===== config.mk =====
export PLATFORM = sky130hd
export DESIGN_NAME = display_7seg_scan_ctrl
export DESIGN_NICKNAME = d
export VERILOG_FILES = /design/src/rtl/display_7seg_scan_ctrl.sv
export SDC_FILE = /design/constraint.sdc
export NUM_CORES = 1
export LEC_CHECK = 0
export BUFFER_PORTS_ARGS = -buffer_cell sky130_fd_sc_hd__buf_2
export CAP_MARGIN = 40
export CORE_UTILIZATION = 55
export DETAILED_ROUTE_END_ITERATION = 16
export PLACE_DENSITY = 0.79
export SYNTH_ARGS = -nofsm -noshare
export SYNTH_HDL_FRONTEND = slang
export SYNTH_SLANG_ARGS = --single-unit

===== constraint.sdc =====
create_clock -name clk -period 5.93 [get_ports clk]
set_input_delay 0.2965 -clock clk [delete_from_list [all_inputs] [get_ports clk]]
set_output_delay 0.2965 -clock clk [all_outputs]
set_load 0.005 [all_outputs]

===== src/rtl/display_7seg_scan_ctrl.sv =====
`default_nettype none
// ============================================================================
//  Module      : display_7seg_scan_ctrl
//  Description : Digit-multiplexing scheduler for a 4-digit 7-segment display.
//                Walks the enabled digits in circular order. Each digit gets a
//                blanking gap (all selects off) followed by an on-window of
//                16 PWM slices. The digit select is asserted only for slices
//                0..brightness. The scheduled digit's nibble and dot are
//                forwarded so that segment decoding can happen downstream.
//  Revision    : 1.0 - initial release
// ----------------------------------------------------------------------------
//  Parameters
//    SLICE_CYCLES : clock cycles per PWM slice (on-window = 16*SLICE_CYCLES)
//    BLANK_CYCLES : all-off cycles before each on-window (must be >= 1)
//  Ports
//    clk          in   1   system clock
//    rst          in   1   synchronous active-high reset
//    nums         in  16   four nibbles, digit i = nums[4i+3:4i]
//    nums_enable  in   4   per-digit scan enable
//    dots_enable  in   4   per-digit dot enable
//    brightness   in   4   0 = 1/16 duty .. 15 = full on-window
//    hex_sel      out  4   active-low one-hot digit select (1111 = all off)
//    digit_idx    out  2   index of the scheduled digit
//    digit_val    out  4   nibble of the scheduled digit
//    dot          out  1   dot of the scheduled digit (active-high)
//    frame_tick   out  1   one-cycle pulse when the scan wraps around
// ============================================================================
module display_7seg_scan_ctrl #(
  parameter int SLICE_CYCLES = 3125,
  parameter int BLANK_CYCLES = 500
) (
  input  logic        clk,
  input  logic        rst,
  input  logic [15:0] nums,
  input  logic [3:0]  nums_enable,
  input  logic [3:0]  dots_enable,
  input  logic [3:0]  brightness,
  output logic [3:0]  hex_sel,
  output logic [1:0]  digit_idx,
  output logic [3:0]  digit_val,
  output logic        dot,
  output logic        frame_tick
);

  // Counter widths are derived from the terminal counts so that the counters
  // never need to hold more than the last value of their range.
  localparam int SUB_W = (SLICE_CYCLES > 1) ? $clog2(SLICE_CYCLES) : 1;
  localparam int BLK_W = (BLANK_CYCLES > 1) ? $clog2(BLANK_CYCLES) : 1;

  localparam logic [SUB_W-1:0] C_SUB_LAST   = SUB_W'(SLICE_CYCLES - 1);
  localparam logic [BLK_W-1:0] C_BLK_LAST   = BLK_W'(BLANK_CYCLES - 1);
  localparam logic [3:0]       C_SLICE_LAST = 4'd15;
  localparam logic [3:0]       C_ALL_OFF    = 4'b1111;

  typedef enum logic [1:0] {
    ST_IDLE  = 2'd0,
    ST_BLANK = 2'd1,
    ST_ON    = 2'd2
  } state_t;

  // --------------------------------------------------------------------------
  // State and counters
  // --------------------------------------------------------------------------
  state_t           r_state;
  logic [SUB_W-1:0] r_sub_cnt;    // cycle within the current slice
  logic [3:0]       r_slice_cnt;  // slice within the on-window, 0..15
  logic [BLK_W-1:0] r_blank_cnt;  // cycle within the blanking gap

  // --------------------------------------------------------------------------
  // Next-value signals
  // --------------------------------------------------------------------------
  state_t           w_nxt_state;
  logic [1:0]       w_nxt_idx;
  logic [SUB_W-1:0] w_nxt_sub;
  logic [3:0]       w_nxt_slice;
  logic [BLK_W-1:0] w_nxt_blank;
  logic             w_nxt_tick;
  logic [3:0]       w_nxt_hex;
  logic [3:0]       w_nxt_val;
  logic             w_nxt_dot;

  logic [1:0]       w_lowest_idx;  // lowest enabled digit (scan start point)
  logic [1:0]       w_next_en_idx; // next enabled digit after digit_idx
  logic [1:0]       w_low_cand;
  logic [1:0]       w_next_cand;

  // Lowest set bit of nums_enable. Scanning from high to low lets the lowest
  // enabled index be the last assignment to win.
  always_comb begin
    w_lowest_idx = 2'd0;
    w_low_cand   = 2'd0;
    for (int k = 3; k >= 0; k--) begin
      w_low_cand = 2'(k);
      if (nums_enable[w_low_cand]) begin
        w_lowest_idx = w_low_cand;
      end
    end
  end

  // Circular search starting at digit_idx+1. Offsets are visited from the
  // farthest to the nearest so the nearest enabled digit wins. If none of the
  // other three digits is enabled, the current digit reselects itself; the
  // all-disabled case is handled separately by returning to IDLE.
  always_comb begin
    w_next_en_idx = digit_idx;
    w_next_cand   = digit_idx;
    for (int k = 3; k >= 1; k--) begin
      w_next_cand = digit_idx + 2'(k);
      if (nums_enable[w_next_cand]) begin
        w_next_en_idx = w_next_cand;
      end
    end
  end

  // Scheduler transition logic
  always_comb begin
    w_nxt_state = r_state;
    w_nxt_idx   = digit_idx;
    w_nxt_sub   = r_sub_cnt;
    w_nxt_slice = r_slice_cnt;
    w_nxt_blank = r_blank_cnt;
    w_nxt_tick  = 1'b0;

    if (nums_enable == 4'b0000) begin
      // Nothing left to scan: park immediately, from any state, without
      // signalling a frame boundary.
      w_nxt_state = ST_IDLE;
      w_nxt_idx   = 2'd0;
      w_nxt_sub   = '0;
      w_nxt_slice = 4'd0;
      w_nxt_blank = '0;
    end else begin
      case (r_state)
        ST_IDLE: begin
          w_nxt_state = ST_BLANK;
          w_nxt_idx   = w_lowest_idx;
          w_nxt_blank = '0;
        end

        ST_BLANK: begin
          if (r_blank_cnt == C_BLK_LAST) begin
            w_nxt_state = ST_ON;
            w_nxt_sub   = '0;
            w_nxt_slice = 4'd0;
          end else begin
            w_nxt_blank = r_blank_cnt + 1'b1;
          end
        end

        ST_ON: begin
          if (r_sub_cnt == C_SUB_LAST) begin
            w_nxt_sub = '0;
            if (r_slice_cnt == C_SLICE_LAST) begin
              // Last cycle of the on-window: hand over to the next digit.
              w_nxt_state = ST_BLANK;
              w_nxt_idx   = w_next_en_idx;
              w_nxt_blank = '0;
              w_nxt_tick  = (w_next_en_idx <= digit_idx);
            end else begin
              w_nxt_slice = r_slice_cnt + 4'd1;
            end
          end else begin
            w_nxt_sub = r_sub_cnt + 1'b1;
          end
        end

        default: begin
          w_nxt_state = ST_IDLE;
          w_nxt_idx   = 2'd0;
          w_nxt_sub   = '0;
          w_nxt_slice = 4'd0;
          w_nxt_blank = '0;
        end
      endcase
    end
  end

  // Output values are computed from the state being entered so that the
  // registered outputs describe the same cycle as the registered state.
  // The enable bit is checked live so a digit disabled mid-window goes dark
  // on the next cycle while its window keeps running.
  always_comb begin
    w_nxt_hex = C_ALL_OFF;
    w_nxt_val = 4'd0;
    w_nxt_dot = 1'b0;
    if (w_nxt_state != ST_IDLE) begin
      w_nxt_val = nums[{w_nxt_idx, 2'b00} +: 4];
      w_nxt_dot = dots_enable[w_nxt_idx];
      if ((w_nxt_state == ST_ON) && (w_nxt_slice <= brightness) &&
          nums_enable[w_nxt_idx]) begin
        w_nxt_hex = ~(4'b0001 << w_nxt_idx);
      end
    end
  end

  // --------------------------------------------------------------------------
  // State, counter and output registers
  // --------------------------------------------------------------------------
  always_ff @(posedge clk) begin
    if (rst) begin
      r_state     <= ST_IDLE;
      r_sub_cnt   <= '0;
      r_slice_cnt <= 4'd0;
      r_blank_cnt <= '0;
      digit_idx   <= 2'd0;
      hex_sel     <= C_ALL_OFF;
      digit_val   <= 4'd0;
      dot         <= 1'b0;
      frame_tick  <= 1'b0;
    end else begin
      r_state     <= w_nxt_state;
      r_sub_cnt   <= w_nxt_sub;
      r_slice_cnt <= w_nxt_slice;
      r_blank_cnt <= w_nxt_blank;
      digit_idx   <= w_nxt_idx;
      hex_sel     <= w_nxt_hex;
      digit_val   <= w_nxt_val;
      dot         <= w_nxt_dot;
      frame_tick  <= w_nxt_tick;
    end
  end

endmodule
`default_nettype wire


==> results list, run 1 <==
- In this run the number of H-tree levels came out at 2.
- The first detailed-routing pass took 5 iterations.
- Max VDD drop: 194 µV
- Nets: 345
- Result of the run: finished clean
- Count of final max-slew check failures: 0
- Of all flip-flops after synthesis, the portion carrying an async set or reset was 0.
- For this run the aggregate overflow at the end of global routing stands at 0.
- Worst endpoint data arrival time: 3240 ps
* Relative contribution of combinational cells to total power: 0.100
- Synthesis-to-layout area growth: 14.3%
* Slew at the pin with the worst max-slew slack: 723 ps
- 42 I/O pins were placed.
* Highest net fanout along the worst path: 10
- Root cell of the clock tree: sky130_fd_sc_hd__clkbuf_8
- Routed length per placed instance: 14.7 µm
- In the routed layout, each cell is associated on average with a via count of 5.86.
- Synthesis inferred 39 register bits.
- In this run the tightest slew margin relative to its limit is 0.515.
- Worst setup skew after layout: 6.53 ps
- The number of global-route vias before repair is 1884.
- Required time of the critical path: 6090 ps
- Setup slack of the worst register-to-register path: 2850 ps
- The number of setup buffers added after CTS is 0.
- Total net switching power: 124 µW
* Final-report setup violation count: 0
- Power comes to 553 µW.
- Most common library cell in the layout ignoring fill and taps: sky130_fd_sc_hd__buf_2
- For this design the static power due to leakage is 1.10 nW.
* Overall die width: 66.6 µm
- Cell Int Power: 429 µW
- Via total after detailed routing: 2085
* Kind of end point of the critical path: flip-flop
- Residual antenna-violating net count after detailed routing: 0
- The floorplan has 23 rows.
- In this run, the number of DRC markers left after iteration 0 of detailed routing was 163.
- Of the cells placed in the final design, the portion with a size suffix greater than 1 is 0.212.
- In this run, distinct cell masters in the synthesized netlist total 57.
- Input/output buffers: 41
- In the routed design, unresolved DRC markers number 0.
- Destination of the worst register-to-register timing path: hex_sel[2]
- The Yosys step of the flow raised 0 warnings.
- Total Die Area: 4440 µm²
- Dominant cell type by area after synthesis: sky130_fd_sc_hd__dfxtp_1
* Post-place setup slack: 2990 ps
- The number of nets handed over by synthesis was 304.
* Fill cell count: 347
* Filler-free cell count of the finished design: 356
- Across the run, the number of max-cap violations was 0.
- Initial antenna violation count: 0
- Mapped Area: 2300 µm²
- Sequential fraction of design power: 0.490
* Number of flops mapped to enable cells by yosys: 0
* Top cells by area, synth: sky130_fd_sc_hd__dfxtp_1, sky130_fd_sc_hd__ha_1, sky130_fd_sc_hd__nor2_1, sky130_fd_sc_hd__a21oi_1, sky130_fd_sc_hd__nand3_1
- Critical path start-end classification: flip-flop to flip-flop
- At the end of routability-driven placement, the weighted congestion stood at 0.880.
* Mean Syn Cell Area: 8.71 µm²
* Clock net sink count: 39
- Derived from the worst setup path, the maximum achievable clock frequency is 0.325 GHz.
- Number of cells upsized or downsized after cts: 0
- Across all setup checks in the final design, the least slack found is 2850 ps.
- Cell count after synthesis: 264
- Sequential cell area fraction in the yosys report: 0.340
- Worst hold stages: 2
- Hold timing on the final database bottoms out at a slack of 234 ps.
- Setup repair after global routing left no endpoint under its margin.
- Core area: 4000 µm²
* Worst min-delay path category: primary input to flip-flop
- Top cell type's share of synthesized area: 0.340
* Setup TNS: 0 ps
* Total of hold buffers inserted after clock tree synthesis: 0
- For this run, the leading register cell type out of synthesis is sky130_fd_sc_hd__dfxtp_1.
* Total length of routed wires: 5240 µm
* Die height: 66.6 µm
- Entering global routing, the biggest net connects 13 pins.
- The later pin in the worst-skew pair is clocked with a latency of 290 ps.
- Cell depth of the worst flop-to-flop path: 15
* TritonCTS clock tree: done
- Most frequent cells in the layout: sky130_fd_sc_hd__buf_2, sky130_fd_sc_hd__dfxtp_1, sky130_fd_sc_hd__nor2_1
* Worst reg2reg path startpoint: r_sub_cnt[0]
- Sum of net half-perimeters after detailed placement: 3920 µm
- Cell Pwr Density: 211 nW/µm²
* Destination of the worst hold path: r_slice_cnt[0]
- The number of antenna diodes in the final layout is 0.
- Minimum clock period after layout: 3080 ps
* Worst setup SP type: flip-flop
* Inst Count DP: 348
- The share of total power dissipated in the clock network is 0.410.
- After clock tree synthesis, the clock-pin slew on the worst setup and hold paths is 80 ps.
- The first global-routing pass estimated 8560 µm of wire.
* Portion of the clock cycle consumed by the worst path in the final layout: 0.519
* Global routing usage summed across all routing layers: 0.253
* Initial Utilization: 0.575
- In this run the most critical hold path is launched from rst.
* Number of hold violations in the final report: 0
- Of the total power, the share spent switching nets is 0.225.
* Number of clock buffers inserted by TritonCTS: 5
- Longest Clk Path Bufs: 2
logic make-up (layout without fill, tap and decap cells):
family / count (synthesis) / count (layout) / synth area share
AND/OR/NAND/NOR: 123 / 123 / 0.313
AO/OA/AOI/OAI: 54 / 54 / 0.162
flip-flops: 39 / 39 / 0.340
buffers and inverters: 17 / 59 / 0.0430
XOR/XNOR: 12 / 12 / 0.0457
adder cells (fa/ha/maj): 10 / 10 / 0.0544
multiplexers: 9 / 9 / 0.0425
final cells by class:
class / count / area [µm²] / area share
multi-input cells: 208 / 1420 / 0.540
flip-flops and latches: 39 / 781 / 0.297
repair buffers: 42 / 213 / 0.0810
clock buffers: 6 / 82.6 / 0.0314
well taps: 50 / 62.6 / 0.0238
clock inverters: 2 / 35.0 / 0.0133
inverters: 9 / 33.8 / 0.0129
metal layers:
| layer | GRT usage | vias up | share of wire |
|---|---|---|---|
| li1 | - | 1044 | - |
| met1 | 0.346 | 959 | 0.49 |
| met2 | 0.402 | 74 | 0.45 |
| met3 | 0.0531 | 8 | 0.053 |
| met4 | 0.0665 | 0 | 0.010 |
| met5 | 0 | - | 0 |
flip-flops by register name (all words and copies together), names as in the netlist:
register,flops
r_blank_cnt,9
r_slice_cnt,4
r_state,2
digit_val,4
r_sub_cnt,12
hex_sel,4
dot,1
frame_tick,1
digit_idx,2
how the worst max path moves through the flow:
stage                 start         end  slack, ps  cells past startpoint
5_1_grt        r_sub_cnt[0]  hex_sel[3]       2580                     15
4_1_cts        r_sub_cnt[0]  hex_sel[1]       2880                     15
2_1_floorplan  r_sub_cnt[0]  hex_sel[1]       3310                     15
6_report       r_sub_cnt[0]  hex_sel[2]       2850                     15
3_5_place_dp   r_sub_cnt[0]  hex_sel[1]       2990                     15
3_3_place_gp   r_sub_cnt[0]  hex_sel[3]       3080                     15
synthesized netlist by cell type, types with 2 or more instances:
master,instances
sky130_fd_sc_hd__nand4b_1,3
sky130_fd_sc_hd__o41a_1,2
sky130_fd_sc_hd__buf_6,2
sky130_fd_sc_hd__xnor2_1,7
sky130_fd_sc_hd__a211oi_1,4
sky130_fd_sc_hd__nor2_1,33
sky130_fd_sc_hd__nand4_1,5
sky130_fd_sc_hd__nor3_1,5
sky130_fd_sc_hd__nand2b_1,8
sky130_fd_sc_hd__and3_1,9
sky130_fd_sc_hd__xor2_1,5
sky130_fd_sc_hd__or3_1,6
sky130_fd_sc_hd__and3_2,2
sky130_fd_sc_hd__nand2_1,11
sky130_fd_sc_hd__clkbuf_1,4
sky130_fd_sc_hd__o21ai_0,11
sky130_fd_sc_hd__nand3_1,16
sky130_fd_sc_hd__ha_1,10
sky130_fd_sc_hd__nor2b_1,6
sky130_fd_sc_hd__clkbuf_8,2
sky130_fd_sc_hd__a31oi_1,4
sky130_fd_sc_hd__a21o_1,3
sky130_fd_sc_hd__inv_1,9
sky130_fd_sc_hd__nor4_1,3
sky130_fd_sc_hd__dfxtp_1,39
sky130_fd_sc_hd__o21a_1,2
sky130_fd_sc_hd__nand3b_1,2
sky130_fd_sc_hd__mux2i_1,6
sky130_fd_sc_hd__a21oi_1,16
sky130_fd_sc_hd__o21ai_1,2
metrics by stage:
| stage | cell area, µm² | utilization |
|---|---|---|
| 6_report | 2630 | 0.657 |
| 5_1_grt | 2630 | 0.657 |
| 4_1_cts | 2630 | 0.657 |
| 3_5_place_dp | 2510 | 0.627 |
| 3_3_place_gp | 2500 | 0.625 |
| 2_1_floorplan | 2300 | - |
critical path: stages, from the launching register on:
cell	delay (ps)
sky130_fd_sc_hd__dfxtp_1	330
sky130_fd_sc_hd__inv_1	90
sky130_fd_sc_hd__ha_1	150
sky130_fd_sc_hd__nand4bb_1	180
sky130_fd_sc_hd__nor3_4	350
sky130_fd_sc_hd__nand3_1	190
sky130_fd_sc_hd__mux2i_1	220
sky130_fd_sc_hd__a2bb2oi_1	220
sky130_fd_sc_hd__nor2_1	70
sky130_fd_sc_hd__ha_1	280
sky130_fd_sc_hd__nor2b_1	130
sky130_fd_sc_hd__o21ai_0	160
sky130_fd_sc_hd__nand2b_1	90
sky130_fd_sc_hd__a21oi_1	170
sky130_fd_sc_hd__o21a_1	230
sky130_fd_sc_hd__nand4_1	110
power groups by stage:
stage | registers [mW] | clock network [mW] | logic [mW]
CTS | 0.271 | 0.231 | 0.0552
finish | 0.271 | 0.227 | 0.0554
floorplan | 0.276 | 0 | 0.0344
global placement | 0.277 | 0 | 0.0536
detailed placement | 0.277 | 0 | 0.0545
global route | 0.271 | 0.241 | 0.0615
No activity file was read; power rests on OpenSTA's default activity.
==> run 2: changes to the inputs <==
--- a/config.mk
+++ b/config.mk
@@ -5,11 +5,12 @@
 export SDC_FILE = /design/constraint.sdc
 export NUM_CORES = 1
 export LEC_CHECK = 0
+export ABC_AREA = 1
 export BUFFER_PORTS_ARGS = -buffer_cell sky130_fd_sc_hd__buf_2
 export CAP_MARGIN = 40
 export CORE_UTILIZATION = 55
 export DETAILED_ROUTE_END_ITERATION = 16
-export PLACE_DENSITY = 0.79
+export PLACE_DENSITY = 0.78
 export SYNTH_ARGS = -nofsm -noshare
 export SYNTH_HDL_FRONTEND = slang
 export SYNTH_SLANG_ARGS = --single-unit
==> constraint.sdc (replaced) <==
create_clock -name clk -period 3.1 [get_ports clk]
set_input_delay 0.155 -clock clk [delete_from_list [all_inputs] [get_ports clk]]
set_output_delay 0.155 -clock clk [all_outputs]
set_load 0.005 [all_outputs]
==> results list, run 2 <==
* Total length of routed wires: 5470 µm (+4.2%)
- The number of storage elements in the synthesis netlist is 39 (unchanged).
- The shortest clock period the worst path allows after layout was 2720 ps (-359 ps).
- Longest Clk Path Bufs: 2 (unchanged)
- Most frequent cell after synthesis: sky130_fd_sc_hd__nand2_1
- The endpoint arrival time on the critical path was 2890 ps (-350 ps).
- Remaining Overflow, GRT: 0 (unchanged)
* Top cell type's share of synthesized area: 0.312 (-0.0280)
* Core area: 4350 µm² (+8.9%)
* RSZ-0062 raised after global routing: no
- Worst setup skew after layout: 8.01 ps (+1.48 ps)
- The total nets after synthesis came to 403 (+33%).
- Total Die Area: 4830 µm² (+8.7%)
- Dominant cell type by area after synthesis: sky130_fd_sc_hd__dfxtp_1
- Global routing usage summed across all routing layers: 0.247 (-0.00597)
- Sequential cell area fraction in the yosys report: 0.312 (-0.0280)
* CTS clock-pin slew for the worst setup and hold paths: 70 ps (about the same)
- Registers with the most flip-flops: r_sub_cnt: 12 flops, r_blank_cnt: 9 flops
- The number of I/O pins came to 42 (unchanged).
* Result of the run: finished clean
- The max capacitance violation total was 0 (unchanged).
* CTS H-Tree Depth: 2 (unchanged)
* Initial antenna violation count: 0 (unchanged)
- The number of global-route vias before repair is 2306 (+22%).
* Input/output buffers: 41 (unchanged)
* Portion of the clock cycle consumed by the worst path in the final layout: 0.876 (+0.358)
- Worst setup slack after layout: 383 ps (-2470 ps)
- The count of distinct cell types in the synthesized netlist is 43 (-25%).
- Sequential fraction of design power: 0.470 (-0.020)
- Ratio of cells with drive above 1 in the final layout: 0.215 (+0.00274)
* Final-report setup violation count: 0 (unchanged)
* Number of placement rows: 24 (+4.3%)
* Post-place setup slack: 352 ps (-2640 ps)
- After synthesis, the cell types taking the most area are sky130_fd_sc_hd__dfxtp_1, sky130_fd_sc_hd__nand2_1, sky130_fd_sc_hd__inv_1, sky130_fd_sc_hd__nand3_1, sky130_fd_sc_hd__nor2_1.
- Switching Fraction: 0.264 (+0.0391)
- Most frequently used flop master after synthesis: sky130_fd_sc_hd__dfxtp_1
* Inst Count DP: 454 (+30%)
* DRT Pass-1 Iters: 4 (-1)
- The count of inserted antenna diode cells was 0 (unchanged).
* Maximum number of pins on one net before global-route repair: 16 (+3)
* Register bank with the most flops: r_sub_cnt
* Filler-free cell count of the finished design: 461 (+29%)
- Via total after detailed routing: 2436 (+17%)
* Cell Int Power: 823 µW (+92%)
* Cell Pwr Density: 389 nW/µm² (+85%)
- Synthesis-to-layout area growth: 14.6%
- The final count of hold timing violations was 0 (unchanged).
* Max VDD drop: 194 µV (-0.36%)
* Kind of end point of the critical path: flip-flop
* Worst hold slack across all endpoints: 102 ps (-132 ps)
- The tightest slew margin relative to the limit is 0.674 (+0.160).
- The per-cell routed wire length came to 11.9 µm (-20%).
- The worst setup path is launched from a flip-flop.
- Nets: 449 (+30%)
* Required time of the critical path: 3270 ps (-2820 ps)
* Residual antenna-violating net count after detailed routing: 0 (unchanged)
- Overall die width: 69.5 µm (+4.3%)
- Number of clock buffers inserted by TritonCTS: 5 (unchanged)
- The initial cell density of the core was 0.575 (+0.000686).
* Worst min-delay path category: primary input to flip-flop
* Share of power burned in the clock network: 0.360 (-0.050)
- Post-synth ARST share: 0 (unchanged)
- Mapped Area: 2500 µm² (+9.0%)
- Clock net sink count: 39 (unchanged)
- The peak clock frequency supported by timing is 0.368 GHz (+13%).
- Highest net fanout along the worst path: 4 (-6)
* Yosys warning total: 0 (unchanged)
- Critical path start-end classification: flip-flop to flip-flop
- The weighted congestion at the end of routability-driven global placement is 0.824 (-6.3%).
* Iteration-0 DRC Markers: 121 (-26%)
* Global-route wire length before repair: 9740 µm (+14%)
- Leakage power of the design: 1.36 nW (+24%)
- The clock latency at the later pin of the worst-skew pair is 290 ps (about the same).
- The part of the power in combinational logic was 0.170 (+0.070).
- Most common library cell in the layout ignoring fill and taps: sky130_fd_sc_hd__nand2_1
- Setup TNS: 0 ps (unchanged)
* Most frequent cells after synthesis: sky130_fd_sc_hd__nand2_1, sky130_fd_sc_hd__inv_1, sky130_fd_sc_hd__nor2_1
- The number of instances in the synthesized netlist was 363 (+38%).
* Flip-flop count of the largest register, all copies and words added: 12 (unchanged)
* Postcts setup bufs: 0 (unchanged)
* Total power after layout: 1.12 mW (+100%)
- The HPWL after detailed placement came to 4250 µm (+8.3%).
- Count of final max-slew check failures: 0 (unchanged)
* Slew at the pin with the worst max-slew slack: 488 ps (-235 ps)
* Total net switching power: 295 µW (+140%)
- The DRC violation count after routing came to 0 (unchanged).
- Number of flops mapped to enable cells by yosys: 0 (unchanged)
* Most frequent cells in the layout: sky130_fd_sc_hd__nand2_1, sky130_fd_sc_hd__inv_1, sky130_fd_sc_hd__buf_2
- TritonCTS built the clock tree.
* Mean Syn Cell Area: 6.90 µm² (-21%)
- Via-to-Cell Ratio: 5.28 (-9.8%)
- Root cell of the clock tree: sky130_fd_sc_hd__clkbuf_8
* Die height: 69.5 µm (+4.3%)
==> run 2: cell types whose count changed in the layout (fill, tap and decap cells not counted), sizes merged, moves of 10 or more <==
cell | previous run | this run
nand2 | 12 | 88
inv | 9 | 56
nand3 | 17 | 37
nor2 | 33 | 48
and3 | 11 | 1
==> run 2: cell type report <==
| cell class | count | area (µm²) |
|---|---|---|
| clock buffers | 6 | 72.6 |
| clock inverters | 1 | 30.0 |
| fillers | 403 | 1480 |
| inverters | 57 | 214 |
| multi-input cells | 262 | 1480 |
| flip-flops and latches | 39 | 781 |
| well taps | 52 | 65.1 |
| repair buffers | 44 | 228 |
==> run 2: repair_timing <==
item / CTS / global route
setup endpoints to repair: 0 / 4
gates resized for setup: 0 / 1
hold buffers: 0 / 0
==> run 2: metal layers <==
metal | vias to the layer above | wire [µm] | global-route usage
met5 | - | 0 | 0
met4 | 0 | 125 | 0.102
met3 | 13 | 174 | 0.0509
met2 | 44 | 2680 | 0.431
met1 | 1108 | 2490 | 0.294
li1 | 1271 | - | -
==> run 2: kinds of logic after synthesis <==
family | count (synthesis) | synth area share
AND/OR/NAND/NOR | 201 | 0.409
buffers and inverters | 62 | 0.0994
AO/OA/AOI/OAI | 47 | 0.116
flip-flops | 39 | 0.312
adder cells (fa/ha/maj) | 10 | 0.0500
XOR/XNOR | 4 | 0.0140
==> run 2: worst paths after layout <==
check,startpoint,endpoint,slack (ps),cells past startpoint
min reg2reg,r_blank_cnt[6],r_blank_cnt[6],450,2
max,r_slice_cnt[0],hex_sel[3],380,17
min,rst,digit_idx[0],100,2
max reg2reg,r_slice_cnt[0],hex_sel[3],380,17
==> run 2: per-stage QoR <==
step | cell area, µm² | util
finish | 2870 | 0.659
global route | 2870 | 0.659
CTS | 2870 | 0.658
detailed placement | 2760 | 0.634
global placement | 2760 | 0.634
floorplan | 2500 | -
==> run 2: worst max-delay path, stage by stage, from the launching register on <==
cell and delay [ps]:
sky130_fd_sc_hd__dfxtp_1 340, sky130_fd_sc_hd__ha_1 220, sky130_fd_sc_hd__nand2_1 70, sky130_fd_sc_hd__inv_1 50, sky130_fd_sc_hd__nand2_1 150, sky130_fd_sc_hd__inv_1 100
sky130_fd_sc_hd__o21ai_0 230, sky130_fd_sc_hd__nand2_1 90, sky130_fd_sc_hd__a22o_1 180, sky130_fd_sc_hd__inv_1 70, sky130_fd_sc_hd__nor2_1 50, sky130_fd_sc_hd__ha_1 290
sky130_fd_sc_hd__inv_1 60, sky130_fd_sc_hd__nor2_1 40, sky130_fd_sc_hd__o21ai_0 180, sky130_fd_sc_hd__a32oi_1 100, sky130_fd_sc_hd__nor3_2 260, sky130_fd_sc_hd__nand3_1 110
==> run 2: power by group through the flow <==
stage                     clock network (mW)  registers (mW)  logic [mW]
after floorplan                            0           0.534       0.136
after global placement                     0           0.536       0.186
after detailed placement                   0           0.536       0.190
after CTS                              0.411           0.525       0.191
after global routing                   0.427           0.526       0.219
final                                  0.403           0.525       0.190
